==> src/rtl/param_shift_engine.sv <==
// param_shift_engine: parametrised load / rotate / shift register.
// Performs a programmed number of single-bit shifts, one per clock.
module param_shift_engine #(
  parameter int WIDTH   = 8,
  parameter int SHAMT_W = 4
) (
  input  logic               clock,
  input  logic               reset_n,
  input  logic               load_n,
  input  logic [WIDTH-1:0]   data_in,
  input  logic               start,
  input  logic [1:0]         mode,
  input  logic [SHAMT_W-1:0] shamt,
  output logic [WIDTH-1:0]   q,
  output logic               busy,
  output logic               done
);

  typedef enum logic {
    IDLE  = 1'b0,
    SHIFT = 1'b1
  } state_t;

  localparam logic [1:0] M_ROR = 2'b00;
  localparam logic [1:0] M_ROL = 2'b01;
  localparam logic [1:0] M_LSL = 2'b10;

  state_t             state_q, state_d;
  logic [WIDTH-1:0]   data_q,  data_d;
  logic [1:0]         mode_q,  mode_d;
  logic [SHAMT_W-1:0] cnt_q,   cnt_d;
  logic               busy_q,  busy_d;
  logic               done_q,  done_d;

  function automatic logic [WIDTH-1:0] shift1(
    input logic [1:0]       m,
    input logic [WIDTH-1:0] v
  );
    logic [WIDTH-1:0] r;
    case (m)
      M_ROR:   r = {v[0], v[WIDTH-1:1]};
      M_ROL:   r = {v[WIDTH-2:0], v[WIDTH-1]};
      M_LSL:   r = {v[WIDTH-2:0], 1'b0};
      default: r = {v[WIDTH-1], v[WIDTH-1:1]};
    endcase
    return r;
  endfunction

  // Next-state: load/start arbitration in IDLE, one shift per cycle in SHIFT.
  always_comb begin
    state_d = state_q;
    data_d  = data_q;
    mode_d  = mode_q;
    cnt_d   = cnt_q;
    busy_d  = busy_q;
    done_d  = 1'b0;
    unique case (state_q)
      IDLE: begin
        if (!load_n) begin
          data_d = data_in;
        end else if (start) begin
          if (shamt != '0) begin
            mode_d  = mode;
            cnt_d   = shamt;
            busy_d  = 1'b1;
            state_d = SHIFT;
          end else begin
            done_d = 1'b1;
          end
        end
      end
      SHIFT: begin
        data_d = shift1(mode_q, data_q);
        cnt_d  = cnt_q - SHAMT_W'(1);
        if (cnt_q == SHAMT_W'(1)) begin
          busy_d  = 1'b0;
          done_d  = 1'b1;
          state_d = IDLE;
        end
      end
      default: state_d = IDLE;
    endcase
  end

  // State and datapath registers; synchronous reset dominates everything.
  always_ff @(posedge clock) begin
    if (!reset_n) begin
      state_q <= IDLE;
      data_q  <= '0;
      mode_q  <= '0;
      cnt_q   <= '0;
      busy_q  <= 1'b0;
      done_q  <= 1'b0;
    end else begin
      state_q <= state_d;
      data_q  <= data_d;
      mode_q  <= mode_d;
      cnt_q   <= cnt_d;
      busy_q  <= busy_d;
      done_q  <= done_d;
    end
  end

  assign q    = data_q;
  assign busy = busy_q;
  assign done = done_q;

endmodule

==> config.mk <==
export PLATFORM = sky130hd
export DESIGN_NAME = param_shift_engine
export DESIGN_NICKNAME = d
export VERILOG_FILES = /design/src/rtl/param_shift_engine.sv
export SDC_FILE = /design/constraint.sdc
export NUM_CORES = 1
export LEC_CHECK = 0
export ABC_CLOCK_PERIOD_IN_PS = 1280
export CORE_UTILIZATION = 40
export DETAILED_ROUTE_END_ITERATION = 7
export PLACE_DENSITY = 0.75
export REMOVE_ABC_BUFFERS = 1
export SLEW_MARGIN = 25
export SYNTH_ARGS = -nofsm -noshare
export SYNTH_HDL_FRONTEND = slang
export SYNTH_SLANG_ARGS = --single-unit
==> constraint.sdc <==
create_clock -name clock -period 1.28 [get_ports clock]
set_input_delay 0.192 -clock clock [delete_from_list [all_inputs] [get_ports clock]]
set_output_delay 0.192 -clock clock [all_outputs]
set_load 0.02 [all_outputs]
### Yosys cells after proc, flatten, opt, wreduce, memory -nomap -nowiden

Index checks and enable logic that the tools add are counted.

| storage, ports and cells | value |
|---|---|
| memories kept | 0 |
| word-level logic and storage cells | 46 |
| RAM bits | 0 |
| bits in registers | 17 |
| bits in read-only memories | 0 |
| latch bits | 0 |
| output and inout port bits | 10 |
| input port bits | 18 |

| operators by class | value |
|---|---|
| multiply operators | 0 |
| $add $sub $neg | 1 |
| reductions and logical operators | 6 |
| equality and inequality tests | 9 |
| muxes and demuxes | 22 |
| shift-type cells | 0 |
| div/mod/pow operators | 0 |
| bitwise logic cells | 1 |
| order comparisons | 0 |

Operator list:

| cell | count |
|---|---|
| 8-bit case mux with 3 select lines | 1 |
| 8-bit case mux with 2 select lines | 1 |
| 1-bit 2-to-1 mux | 12 |
| 4-bit 2-to-1 mux | 3 |
| 8-bit 2-to-1 mux | 1 |
| 2-bit != test (second input constant) | 4 |
| 4-bit case mux with 2 select lines | 1 |
| 4-bit AND reduction | 2 |
| 1-bit case mux with 2 select lines | 3 |
| 4-bit by 1-bit == test with 1-bit output (second input constant) | 1 |
| 4-bit by 1-bit != test with 1-bit output (second input constant) | 1 |
| 4-bit nonzero test | 1 |
| 4-bit by 1-bit subtractor with 4-bit output (second input constant) | 1 |
| 3-bit AND reduction | 1 |
| 2-bit by 1-bit == test with 1-bit output (second input constant) | 1 |
| 2-bit == test (second input constant) | 1 |
| 2-bit zero test | 1 |
| 2-bit by 1-bit != test with 1-bit output (second input constant) | 1 |
| 2-bit AND reduction | 1 |
| 1-bit inverter | 1 |

### Depth between registers and ports, before layout

Gate-level depths: netlist of run 1.

| logic depth | value |
|---|---|
| depth in word-level cells | 5 |
| gate-level depth with buffers | 5 |
| mapped depth without buffers | 5 |

### Worst setup path before layout of run 1

No wires, ideal clock.

| timing path | value |
|---|---|
| path kind | flip-flop to flip-flop |
| from | register mode_q[1] |
| to | register data_q[0], in the netlist q[0] |
| period minus slack after synthesis | 1.289 ns |
| data arrival time | 1.161 ns |
| path slack | -0.009 ns |
| library setup time | 0.128 ns |
| buffers on the path | 0 |
| required time | 1.152 ns |
| cell stages (with the launch flop) | 4 |
| cell sequence | dfxtp_1 > mux2_2 > a221oi_1 > a211oi_1 |

| between the ends | value |
|---|---|
| cells in the longest elaborated chain, start to end | 3 |
| elaborated cells on any way between the ends | 5 |
| classes of those cells | 2 x eq/ne; 2 x mux; 1 x reduce/logical |

RTL lines:

| item | line | source |
|---|---|---|
| start, declared | 30 | `logic [1:0] mode_q, mode_d;` |
| start signal, assigned | 97 | `mode_q <= mode_d;` |
| 2-bit == test, or another cell as far along | 40 | `case (m)` |
| 8-bit case mux with 3 select lines (*) | 40 |  |
| 8-bit case mux with 2 select lines (*) | 57 | `unique case (state_q)` |
| end signal, assigned | 96 | `data_q <= data_d;` |
| end, declared | 29 | `logic [WIDTH-1:0] data_q, data_d;` |

Mark *: on every way between the ends. The rest lies on a longest branch, timed or not.
A chain may end at the register's enable or synchronous reset.

### Worst setup path in the final report of run 1

| timing path | value |
|---|---|
| from | register cnt_q[0] |
| to | register cnt_q[3] |

| between the ends | value |
|---|---|
| cells in the longest elaborated chain, start to end | 2 |

RTL lines:

| item | line | source |
|---|---|---|
| start, declared | 31 | `logic [SHAMT_W-1:0] cnt_q, cnt_d;` |
| start signal, assigned | 98 | `cnt_q <= cnt_d;` |
| 4-bit by 1-bit subtractor with 4-bit output | 74 | `cnt_d = cnt_q - SHAMT_W'(1);` |
| 4-bit case mux with 2 select lines | 57 |  |

Every way passes these cells.

==> impl_metrics.env, run 1 <==
export IMPL_status="finished, violations left"
export IMPL_violations="setup timing"
export IMPL_cts_root_buf="clkbuf_4"
export IMPL_drtIter0Drc=27
export IMPL_hold_violations=0
export IMPL_finalClockSkew_ns=0.0127
export IMPL_area_delta_synth_final_pct=49.9
export IMPL_p_per_area_nw_per_um2=925
export IMPL_finalCritPeriodShare_pct=102
export IMPL_grt_use_total_pct=21.7
export IMPL_path_clk_slew_ns=0.10
export IMPL_die_h_um=50.7
export IMPL_layout_min_cycle_time_ns=1.31
export IMPL_yosysSeqAreaShare_pct=35.9
export IMPL_post_dp_hpwl_mm=1.96
export IMPL_overflow=0
export IMPL_setup_tns_ns=-0.0283
export IMPL_pwr_share_seq_pct=47.0
export IMPL_pin_count=28
export IMPL_instances_no_fill=174
export IMPL_cts_sinks=17
export IMPL_swShare_pct=30.4
export IMPL_worstPathArrival_ns=1.53
export IMPL_avgSynthCellArea_um2=9.57
export IMPL_numCtsBuffers=3
export IMPL_cp_start_kind="flip-flop"
export IMPL_synth_cell_types=35
export IMPL_die_x_um=50.7
export IMPL_rsz0062_at_grt="true"
export IMPL_tightest_slew_ns=0.333
export IMPL_grt_start_max_net_pins=20
export IMPL_worst_path_buf_inv=0
export IMPL_synth_edf_count=0
export IMPL_holdBufCountCts=0
export IMPL_htreeDepth=1
export IMPL_fin_util_pct=64.2
export IMPL_numPortBuffers=27
export IMPL_drive_above_1_share_pct=27.4
export IMPL_whs_ns=0.403
export IMPL_final_nets=167
export IMPL_cellLeakagePower_uw=0.000632
export IMPL_max_cap_violations=0
export IMPL_place_congestion=0.815
export IMPL_initial_core_util_pct=42.8
export IMPL_cts_path_max_buffers=2
export IMPL_antenna_cells=0
export IMPL_grt_pass1_wl_mm=4.15
export IMPL_p_switching_uw=399
export IMPL_dp_cells=170
export IMPL_row_count=17
export IMPL_power_frac_clock_pct=21.8
export IMPL_cts_tree="built"
export IMPL_synthArstFlopShare_pct=0
export IMPL_route_detailed_drc=0
export IMPL_max_stage_delay_ns=0.53
export IMPL_antenna_found_initial=0
export IMPL_critPathRequiredTime_ns=1.50
export IMPL_fin_ws_ns=-0.0283
export IMPL_cp_top_family="simple AND/OR/NAND/NOR gates"
export IMPL_crit_slowest_cell="or4b_1"
export IMPL_synth_warnings=0
export IMPL_syn_area_um2=947
export IMPL_core_um2=2210
export IMPL_ant_nets=0
export IMPL_min_path_type="in2reg"
export IMPL_die_area_um2=2570
export IMPL_grt_pass1_vias=924
export IMPL_syn_inst=99
export IMPL_drv_slew=0
export IMPL_pwr_share_comb_pct=31.1
export IMPL_fmax_ghz=0.764
export IMPL_ir_worst_vdd_v=0.00102
export IMPL_totalWireLength_mm=2.45
export IMPL_vias_per_cell=5.48
export IMPL_clkLatencyLatePin_ns=0.29
export IMPL_critPathMaxFanout=2
export IMPL_ys_ff_latch=17
export IMPL_internal_power_uw=914
export IMPL_drt_pass1_iterations=4
export IMPL_postCtsSetupBuffers=0
export IMPL_crit_path_end_kind="flip-flop"
export IMPL_path_cells="or4b_1 > or2_0 > a31oi_1"
export IMPL_synth_ff_type="dfxtp_1"
export IMPL_vias=953
export IMPL_relSlewSlack_pct=77.8
export IMPL_setup_violations=1
export IMPL_post_drt_wl_per_cell_um=14.1
export IMPL_critPathKind="reg2reg"
==> sequential cells by signal, summed over array words and instances (netlist names) <==
name / cells
mode_q: 2
cnt_q: 4
done: 1
state_q: 1
busy: 1
q: 8
==> synth_stat cells, types with 2 or more instances <==
master    number  share of area [%]
dfxtp_1       17                 36
mux2i_1        9                9.5
ha_1           2                2.6
a211oi_1       2                1.6
inv_1          5                2.0
nand2_1        8                3.2
a21oi_1        7                3.7
o21ai_0        7                3.7
nor2_1         3                1.2
nand3_1        2                1.1
clkbuf_1       3                1.2
a221oi_1       2                1.8
a31oi_1        4                2.6
mux2_2         7                8.3
==> final timing paths <==
path	startpoint	end	slack, ns	cells past startpoint
setup / recovery	cnt_q[0]$_SDFFE_PN0P_	cnt_q[3]$_SDFFE_PN0P_	-0.03	3
hold / removal	shamt[1]	done$_SDFF_PN0_	0.40	5
hold reg to reg	cnt_q[1]$_SDFFE_PN0P_	cnt_q[1]$_SDFFE_PN0P_	0.52	2
setup reg to reg	cnt_q[0]$_SDFFE_PN0P_	cnt_q[3]$_SDFFE_PN0P_	-0.03	3
==> layout by cell type, fill, tap and decap left out, types with 2 or more instances in the layout <==
cell,count
mux2i_1,9
nand3_1,2
a211oi_1,2
inv_1,5
nor2_1,3
clkdlybuf4s50_1,13
dfxtp_1,14
nand2_1,8
a31oi_1,4
o21ai_0,6
dlymetal6s2s_1,4
a21oi_1,7
mux2_2,7
a221oi_2,2
dlygate4sd2_1,8
buf_4,21
clkbuf_4,3
dfxtp_2,2
ha_1,2
==> layout make-up <==
| type | instances | area [um^2] |
|---|---|---|
| fillers | 197 | 792 |
| multi-input cells | 72 | 571 |
| repair buffers | 48 | 423 |
| flip-flops and latches | 17 | 347 |
| well taps | 28 | 35.0 |
| clock buffers | 4 | 26.3 |
| inverters | 5 | 18.8 |
==> worst reg2reg max path, delay by kind of cell, from the launching register on <==
family             cells  cell delay (ns)
and+or+nand+nor        2             0.75
DFF                    1             0.34
AOI/OAI and AO/OA      1             0.15
==> per-stage QoR <==
step                worst slack [ns]  area, um^2  power [uW]
floorplan                     -0.303         923         824
global placement              -0.277        1390        1040
detailed placement            -0.293        1390        1060
CTS                          -0.0264        1400        1320
global route                 -0.0560        1420        1390
finish                       -0.0283        1420        1310
==> power groups by stage <==
stage          combinational, uW  sequential, uW  clock [uW]
2_1_floorplan                154             670           0
3_3_place_gp                 414             625           0
3_5_place_dp                 426             630           0
4_1_cts                      408             615         296
5_1_grt                      441             624         328
6_report                     409             617         287
==> cells by family after synthesis <==
family                     Yosys count  share of synthesized area (%)
AOI/OAI and AO/OA                   32                           23.6
and+or+nand+nor                     21                           12.6
DFF                                 17                           35.9
muxes                               16                           17.8
buffers and inverters               10                           4.49
adders and majority gates            2                           2.64
xor gates and xnor gates             1                           2.91
==> what timing repair did <==
action                                  in CTS  in global routing
gates resized for setup                     12                 11
pin swaps                                    1                  3
endpoints found under the setup margin      13                 11
==> routing by layer <==
| metal | share of wire [%] | global-route usage (%) | vias up |
|---|---|---|---|
| met1 | 44 | 27.0 | 453 |
| met4 | 2.5 | 8.33 | 0 |
| met3 | 5.9 | 6.67 | 8 |
| met5 | 0 | 0 | - |
| li1 | - | - | 465 |
| met2 | 48 | 34.9 | 27 |
Note: power is estimated with default switching activity, not from simulation.
==> inputs of run 2 (changes only) <==
--- a/config.mk
+++ b/config.mk
@@ -8,9 +8,11 @@
 export ABC_CLOCK_PERIOD_IN_PS = 1280
 export CORE_UTILIZATION = 40
 export DETAILED_ROUTE_END_ITERATION = 7
-export PLACE_DENSITY = 0.75
+export DONT_BUFFER_PORTS = 1
+export PLACE_DENSITY = 0.59
 export REMOVE_ABC_BUFFERS = 1
 export SLEW_MARGIN = 25
 export SYNTH_ARGS = -nofsm -noshare
 export SYNTH_HDL_FRONTEND = slang
 export SYNTH_SLANG_ARGS = --single-unit
+export TNS_END_PERCENT = 20
==> impl_metrics.env, run 2 (synthesized netlist as in run 1, its figures left out) <==
export IMPL_grt_pass1_vias=764
export IMPL_cp_start_kind="flip-flop"
export IMPL_clkLatencyLatePin_ns=0.29
export IMPL_finalClockSkew_ns=0.00887
export IMPL_vias_per_cell=5.70
export IMPL_status="finished, violations left"
export IMPL_die_area_um2=2570
export IMPL_critical_path_reg2reg_startpoint="cnt_q[0]$_SDFFE_PN0P_"
export IMPL_setup_violations=1
export IMPL_relSlewSlack_pct=77.2
export IMPL_final_nets=134
export IMPL_instances_no_fill=141
export IMPL_grt_start_max_net_pins=17
export IMPL_ff2ff_path_depth=3
export IMPL_numPortBuffers=0
export IMPL_p_per_area_nw_per_um2=1080
export IMPL_place_congestion=0.776
export IMPL_violations="setup timing"
export IMPL_worstHoldStart="reset_n"
export IMPL_totalWireLength_mm=2.22
export IMPL_core_um2=2210
export IMPL_swShare_pct=30.1
export IMPL_largest_reg_flops=8
export IMPL_ir_worst_vdd_v=0.000577
export IMPL_grt_pass1_wl_mm=3.60
export IMPL_critPathMaxFanout=2
export IMPL_antenna_found_initial=0
export IMPL_pwr_share_comb_pct=24.9
export IMPL_area_delta_synth_final_pct=17.8
export IMPL_drt_pass1_iterations=4
export IMPL_htreeDepth=1
export IMPL_layout_common_cells="14 x dfxtp_1, 14 x buf_4, 9 x mux2i_1"
export IMPL_grt_use_total_pct=19.1
export IMPL_cts_root_buf="clkbuf_4"
export IMPL_rsz0062_at_grt="true"
export IMPL_pin_count=28
export IMPL_whs_endpoint="q[4]$_SDFFE_PN0P_"
export IMPL_p_switching_uw=363
export IMPL_power_uw=1210
export IMPL_die_h_um=50.7
export IMPL_fin_ws_ns=-0.00362
export IMPL_fmax_ghz=0.779
export IMPL_numCtsBuffers=3
export IMPL_vias=803
export IMPL_dp_cells=136
export IMPL_max_cap_violations=0
export IMPL_die_x_um=50.7
export IMPL_holdPathStages=2
export IMPL_path_clk_slew_ns=0.10
export IMPL_finalCritPeriodShare_pct=100
export IMPL_rr_endpoint="cnt_q[3]$_SDFFE_PN0P_"
export IMPL_crit_slowest_cell="or4b_4"
export IMPL_ant_nets=0
export IMPL_cts_tree="built"
export IMPL_drive_above_1_share_pct=29.2
export IMPL_critPathRequiredTime_ns=1.49
export IMPL_post_dp_hpwl_mm=1.64
export IMPL_cellLeakagePower_uw=0.000437
export IMPL_row_count=17
export IMPL_worstPathArrival_ns=1.49
export IMPL_cts_sinks=17
export IMPL_internal_power_uw=842
export IMPL_layout_min_cycle_time_ns=1.28
export IMPL_antenna_cells=0
export IMPL_drtIter0Drc=11
export IMPL_route_detailed_drc=0
export IMPL_path_cells="or4b_4 > or2_0 > a31oi_1"
export IMPL_pwr_share_seq_pct=51.3
export IMPL_overflow=0
export IMPL_tightest_slew_ns=0.341
export IMPL_max_stage_delay_ns=0.53
export IMPL_fillers=226
export IMPL_cts_path_max_buffers=2
export IMPL_r2r_slack_ns=-0.004
export IMPL_initial_core_util_pct=42.8
export IMPL_min_path_type="in2reg"
export IMPL_critPathKind="reg2reg"
export IMPL_drv_slew=0
export IMPL_hold_violations=0
export IMPL_post_drt_wl_per_cell_um=15.7
export IMPL_power_frac_clock_pct=23.9
export IMPL_crit_path_end_kind="flip-flop"
## run 2: what timing repair did
item / CTS / global route
hold buffers: 0 / 1
pin swaps: 1 / 1
hold endpoints to repair: 0 / 1
buffers inserted: 0 / 0
gates resized for setup: 2 / 4
setup endpoints to repair: 3 / 6
## run 2: layer usage
metal / vias to the layer above / routed length [um] / GRT usage, %
met1: 383 / 1100 / 24.9
met2: 18 / 1010 / 29.3
met5: - / 0 / 0
li1: 400 / - / -
met4: 0 / 17 / 6.02
met3: 2 / 90 / 6.36
## run 2: power by group through the flow
| stage | combinational (uW) | clock (uW) | sequential, uW |
|---|---|---|---|
| after floorplan | 154 | 0 | 670 |
| after global placement | 284 | 0 | 627 |
| after detailed placement | 290 | 0 | 629 |
| after CTS | 292 | 299 | 618 |
| after global routing | 329 | 321 | 623 |
| final | 300 | 288 | 618 |
## run 2: final cells by class
class | instances | area (um^2) | share of cell area, %
Timing Repair Buffer | 15 | 115 | 10.3
Sequential cell | 17 | 347 | 31.1
Clock buffer | 4 | 26.3 | 2.35
Tap cell | 28 | 35.0 | 3.14
Multi-Input combinational cell | 72 | 574 | 51.5
Inverter | 5 | 18.8 | 1.68
## run 2: worst max path at each step
stage	start	endpoint	slack (ns)	cells after the start
after floorplan	state_q$_SDFF_PN0_	cnt_q[3]$_SDFFE_PN0P_	-0.30	3
after global placement	mode_q[1]$_SDFFE_PN0P_	q[0]$_SDFFE_PN0P_	0.005	3
after detailed placement	cnt_q[0]$_SDFFE_PN0P_	cnt_q[3]$_SDFFE_PN0P_	-0.02	3
after CTS	cnt_q[1]$_SDFFE_PN0P_	cnt_q[3]$_SDFFE_PN0P_	-0.009	3
after global routing	cnt_q[0]$_SDFFE_PN0P_	cnt_q[3]$_SDFFE_PN0P_	-0.05	3
final	cnt_q[0]$_SDFFE_PN0P_	cnt_q[3]$_SDFFE_PN0P_	-0.004	3
## run 2: per-stage QoR
stage	TNS (ns)	worst slack (ns)	instance area, um^2	util (%)	hold WS (ns)
2_1_floorplan	-0.408	-0.303	923	-	0.309
3_3_place_gp	0	0.00453	1060	48.1	0.317
3_5_place_dp	-0.0311	-0.0187	1060	48.1	0.319
4_1_cts	-0.00904	-0.00904	1090	49.4	0.00943
5_1_grt	-0.0839	-0.0490	1120	50.5	0.0121
6_report	-0.00362	-0.00362	1120	50.5	0.0269
## run 2: critical path: cells and delay by family (launching register included)
family / cells / cell delay (ns)
AO/OA/AOI/OAI: 1 / 0.15
AND/OR/NAND/NOR: 2 / 0.74
flip-flops: 1 / 0.32
==> inputs of run 3 (changes only) <==
--- a/config.mk
+++ b/config.mk
@@ -7,9 +7,9 @@
 export LEC_CHECK = 0
 export ABC_CLOCK_PERIOD_IN_PS = 1280
 export CORE_UTILIZATION = 40
+export CTS_CLUSTER_DIAMETER = 60
 export DETAILED_ROUTE_END_ITERATION = 7
 export DONT_BUFFER_PORTS = 1
-export PLACE_DENSITY = 0.59
 export REMOVE_ABC_BUFFERS = 1
 export SLEW_MARGIN = 25
 export SYNTH_ARGS = -nofsm -noshare
==> impl_metrics.env, run 3 (synthesized netlist as in run 1, its figures left out) <==
export IMPL_crit_path_end_kind="flip-flop"
export IMPL_layout_min_cycle_time_ns=1.25
export IMPL_status="completed"
export IMPL_antenna_found_initial=0
export IMPL_grt_pass1_vias=817
export IMPL_cts_sinks=17
export IMPL_tightest_slew_ns=0.347
export IMPL_min_path_type="in2reg"
export IMPL_max_cap_violations=0
export IMPL_route_detailed_drc=0
export IMPL_whs_endpoint="busy$_SDFFE_PN0P_"
export IMPL_ant_nets=0
export IMPL_post_dp_hpwl_mm=1.68
export IMPL_instances_no_fill=143
export IMPL_numPortBuffers=0
export IMPL_critical_path_reg2reg_startpoint="mode_q[1]$_SDFFE_PN0P_"
export IMPL_critPathMaxFanout=4
export IMPL_swShare_pct=30.1
export IMPL_htreeDepth=1
export IMPL_overflow=0
export IMPL_cts_root_buf="clkbuf_4"
export IMPL_drt_pass1_iterations=4
export IMPL_crit_slowest_cell="dfxtp_4"
export IMPL_clkLatencyLatePin_ns=0.29
export IMPL_pin_count=28
export IMPL_path_cells="mux2_2 > a221oi_1 > a211oi_1"
export IMPL_worstPathArrival_ns=1.42
export IMPL_final_nets=136
export IMPL_die_x_um=50.7
export IMPL_place_congestion=0.797
export IMPL_rsz0062_at_grt="true"
export IMPL_antenna_cells=0
export IMPL_row_count=17
export IMPL_cp_start_kind="flip-flop"
export IMPL_finalClockSkew_ns=0.00642
export IMPL_placed_cell_area_um2=1090
export IMPL_core_um2=2210
export IMPL_layout_common_cells="17 x buf_4, 15 x dfxtp_1, 9 x mux2i_1"
export IMPL_max_stage_delay_ns=0.40
export IMPL_vias=829
export IMPL_ir_worst_vdd_v=0.000505
export IMPL_holdPathStages=1
export IMPL_numCtsBuffers=3
export IMPL_r2r_slack_ns=0.03
export IMPL_setup_tns_ns=0
export IMPL_initial_core_util_pct=42.8
export IMPL_internal_power_uw=846
export IMPL_die_h_um=50.7
export IMPL_grt_pass1_wl_mm=3.73
export IMPL_dp_cells=139
export IMPL_p_switching_uw=364
export IMPL_area_delta_synth_final_pct=18.5
export IMPL_finalCritPeriodShare_pct=97.6
export IMPL_drive_above_1_share_pct=29.6
export IMPL_relSlewSlack_pct=76.9
export IMPL_ff2ff_path_depth=3
export IMPL_grt_start_max_net_pins=16
export IMPL_hold_violations=0
export IMPL_largest_reg_flops=8
export IMPL_vias_per_cell=5.80
export IMPL_critPathKind="reg2reg"
export IMPL_cts_path_max_buffers=2
export IMPL_path_clk_slew_ns=0.10
export IMPL_final_common_cell="buf_4"
export IMPL_post_drt_wl_per_cell_um=15.3
export IMPL_pwr_share_comb_pct=25.2
export IMPL_worstHoldStart="reset_n"
export IMPL_totalWireLength_mm=2.19
export IMPL_cts_tree="built"
export IMPL_pwr_share_seq_pct=50.8
export IMPL_power_uw=1210
export IMPL_critPathRequiredTime_ns=1.45
export IMPL_drtIter0Drc=8
export IMPL_rr_endpoint="q[0]$_SDFFE_PN0P_"
export IMPL_cellLeakagePower_uw=0.000443
export IMPL_grt_use_total_pct=19.5
export IMPL_setup_violations=0
export IMPL_power_frac_clock_pct=23.9
export IMPL_final_area_um2=1120
export IMPL_drv_slew=0
export IMPL_fmax_ghz=0.801
export IMPL_p_per_area_nw_per_um2=1080
export IMPL_die_area_um2=2570
[run 3: changes by cell type in the layout (fill, tap and decap cells not counted)]
cell / previous run / this run
dfxtp_1: 14 / 15
or4b_1: 0 / 1
dfxtp_2: 2 / 1
buf_4: 14 / 17
a221oi_2: 2 / 1
nor3_1: 1 / 0
or4b_4: 1 / 0
a221oi_1: 1 / 2
nor3_2: 0 / 1
dlygate4sd3_1: 1 / 0
[run 3: area by class of cell]
cell class	instances	area [um^2]
fill	209	1090
multi-input combinational	72	569
sequential	17	345
timing repair buffer	17	128
tap	28	35.0
clock buffer	4	26.3
inverter	5	18.8
[run 3: per-layer routing]
metal / part of all wire, % / vias up / GRT usage, % / routed length (um)
met2: 46 / 29 / 30.0 / 1020
met4: 0.96 / 0 / 6.94 / 21
met3: 5.2 / 4 / 4.55 / 114
li1: - / 406 / - / -
met1: 47 / 390 / 26.3 / 1040
met5: 0 / - / 0 / 0
[run 3: worst max-delay path, delay by kind of cell (launching register included)]
| kind | cells | cell delay, ns |
|---|---|---|
| multiplexers | 1 | 0.33 |
| flip-flops | 1 | 0.40 |
| AO/OA/AOI/OAI | 2 | 0.40 |
[run 3: worst max-delay path by stage]
stage	from	endpoint	slack [ns]	cells after the start
after CTS	cnt_q[0]$_SDFFE_PN0P_	cnt_q[3]$_SDFFE_PN0P_	-0.003	3
after floorplan	state_q$_SDFF_PN0_	cnt_q[3]$_SDFFE_PN0P_	-0.30	3
after global routing	cnt_q[0]$_SDFFE_PN0P_	cnt_q[3]$_SDFFE_PN0P_	-0.02	3
after detailed placement	mode_q[1]$_SDFFE_PN0P_	q[0]$_SDFFE_PN0P_	-0.05	3
after global placement	mode_q[1]$_SDFFE_PN0P_	q[0]$_SDFFE_PN0P_	0.0002	3
final	mode_q[1]$_SDFFE_PN0P_	q[0]$_SDFFE_PN0P_	0.03	3
[run 3: power by group through the flow]
stage	clock network (uW)	logic, uW	registers [uW]
finish	290	305	615
global route	318	334	622
CTS	301	304	617
detailed placement	0	303	628
global placement	0	294	627
floorplan	0	154	670
[run 3: metrics by stage]
| stage | hold WS, ns | util (%) | worst slack (ns) |
|---|---|---|---|
| global route | 0.00796 | 50.7 | -0.0201 |
| detailed placement | 0.320 | 49.1 | -0.0512 |
| CTS | 0.00769 | 50.3 | -0.00307 |
| global placement | 0.317 | 49.1 | 0.000227 |
| floorplan | 0.309 | - | -0.303 |
| finish | 0.0114 | 50.7 | 0.0310 |
[run 3: repair_timing]
item / in CTS / in global routing
setup buffers: 0 / 0
hold buffers: 0 / 0
resized for setup: 1 / 3
setup endpoints to repair: 2 / 7
pin swaps: 0 / 3
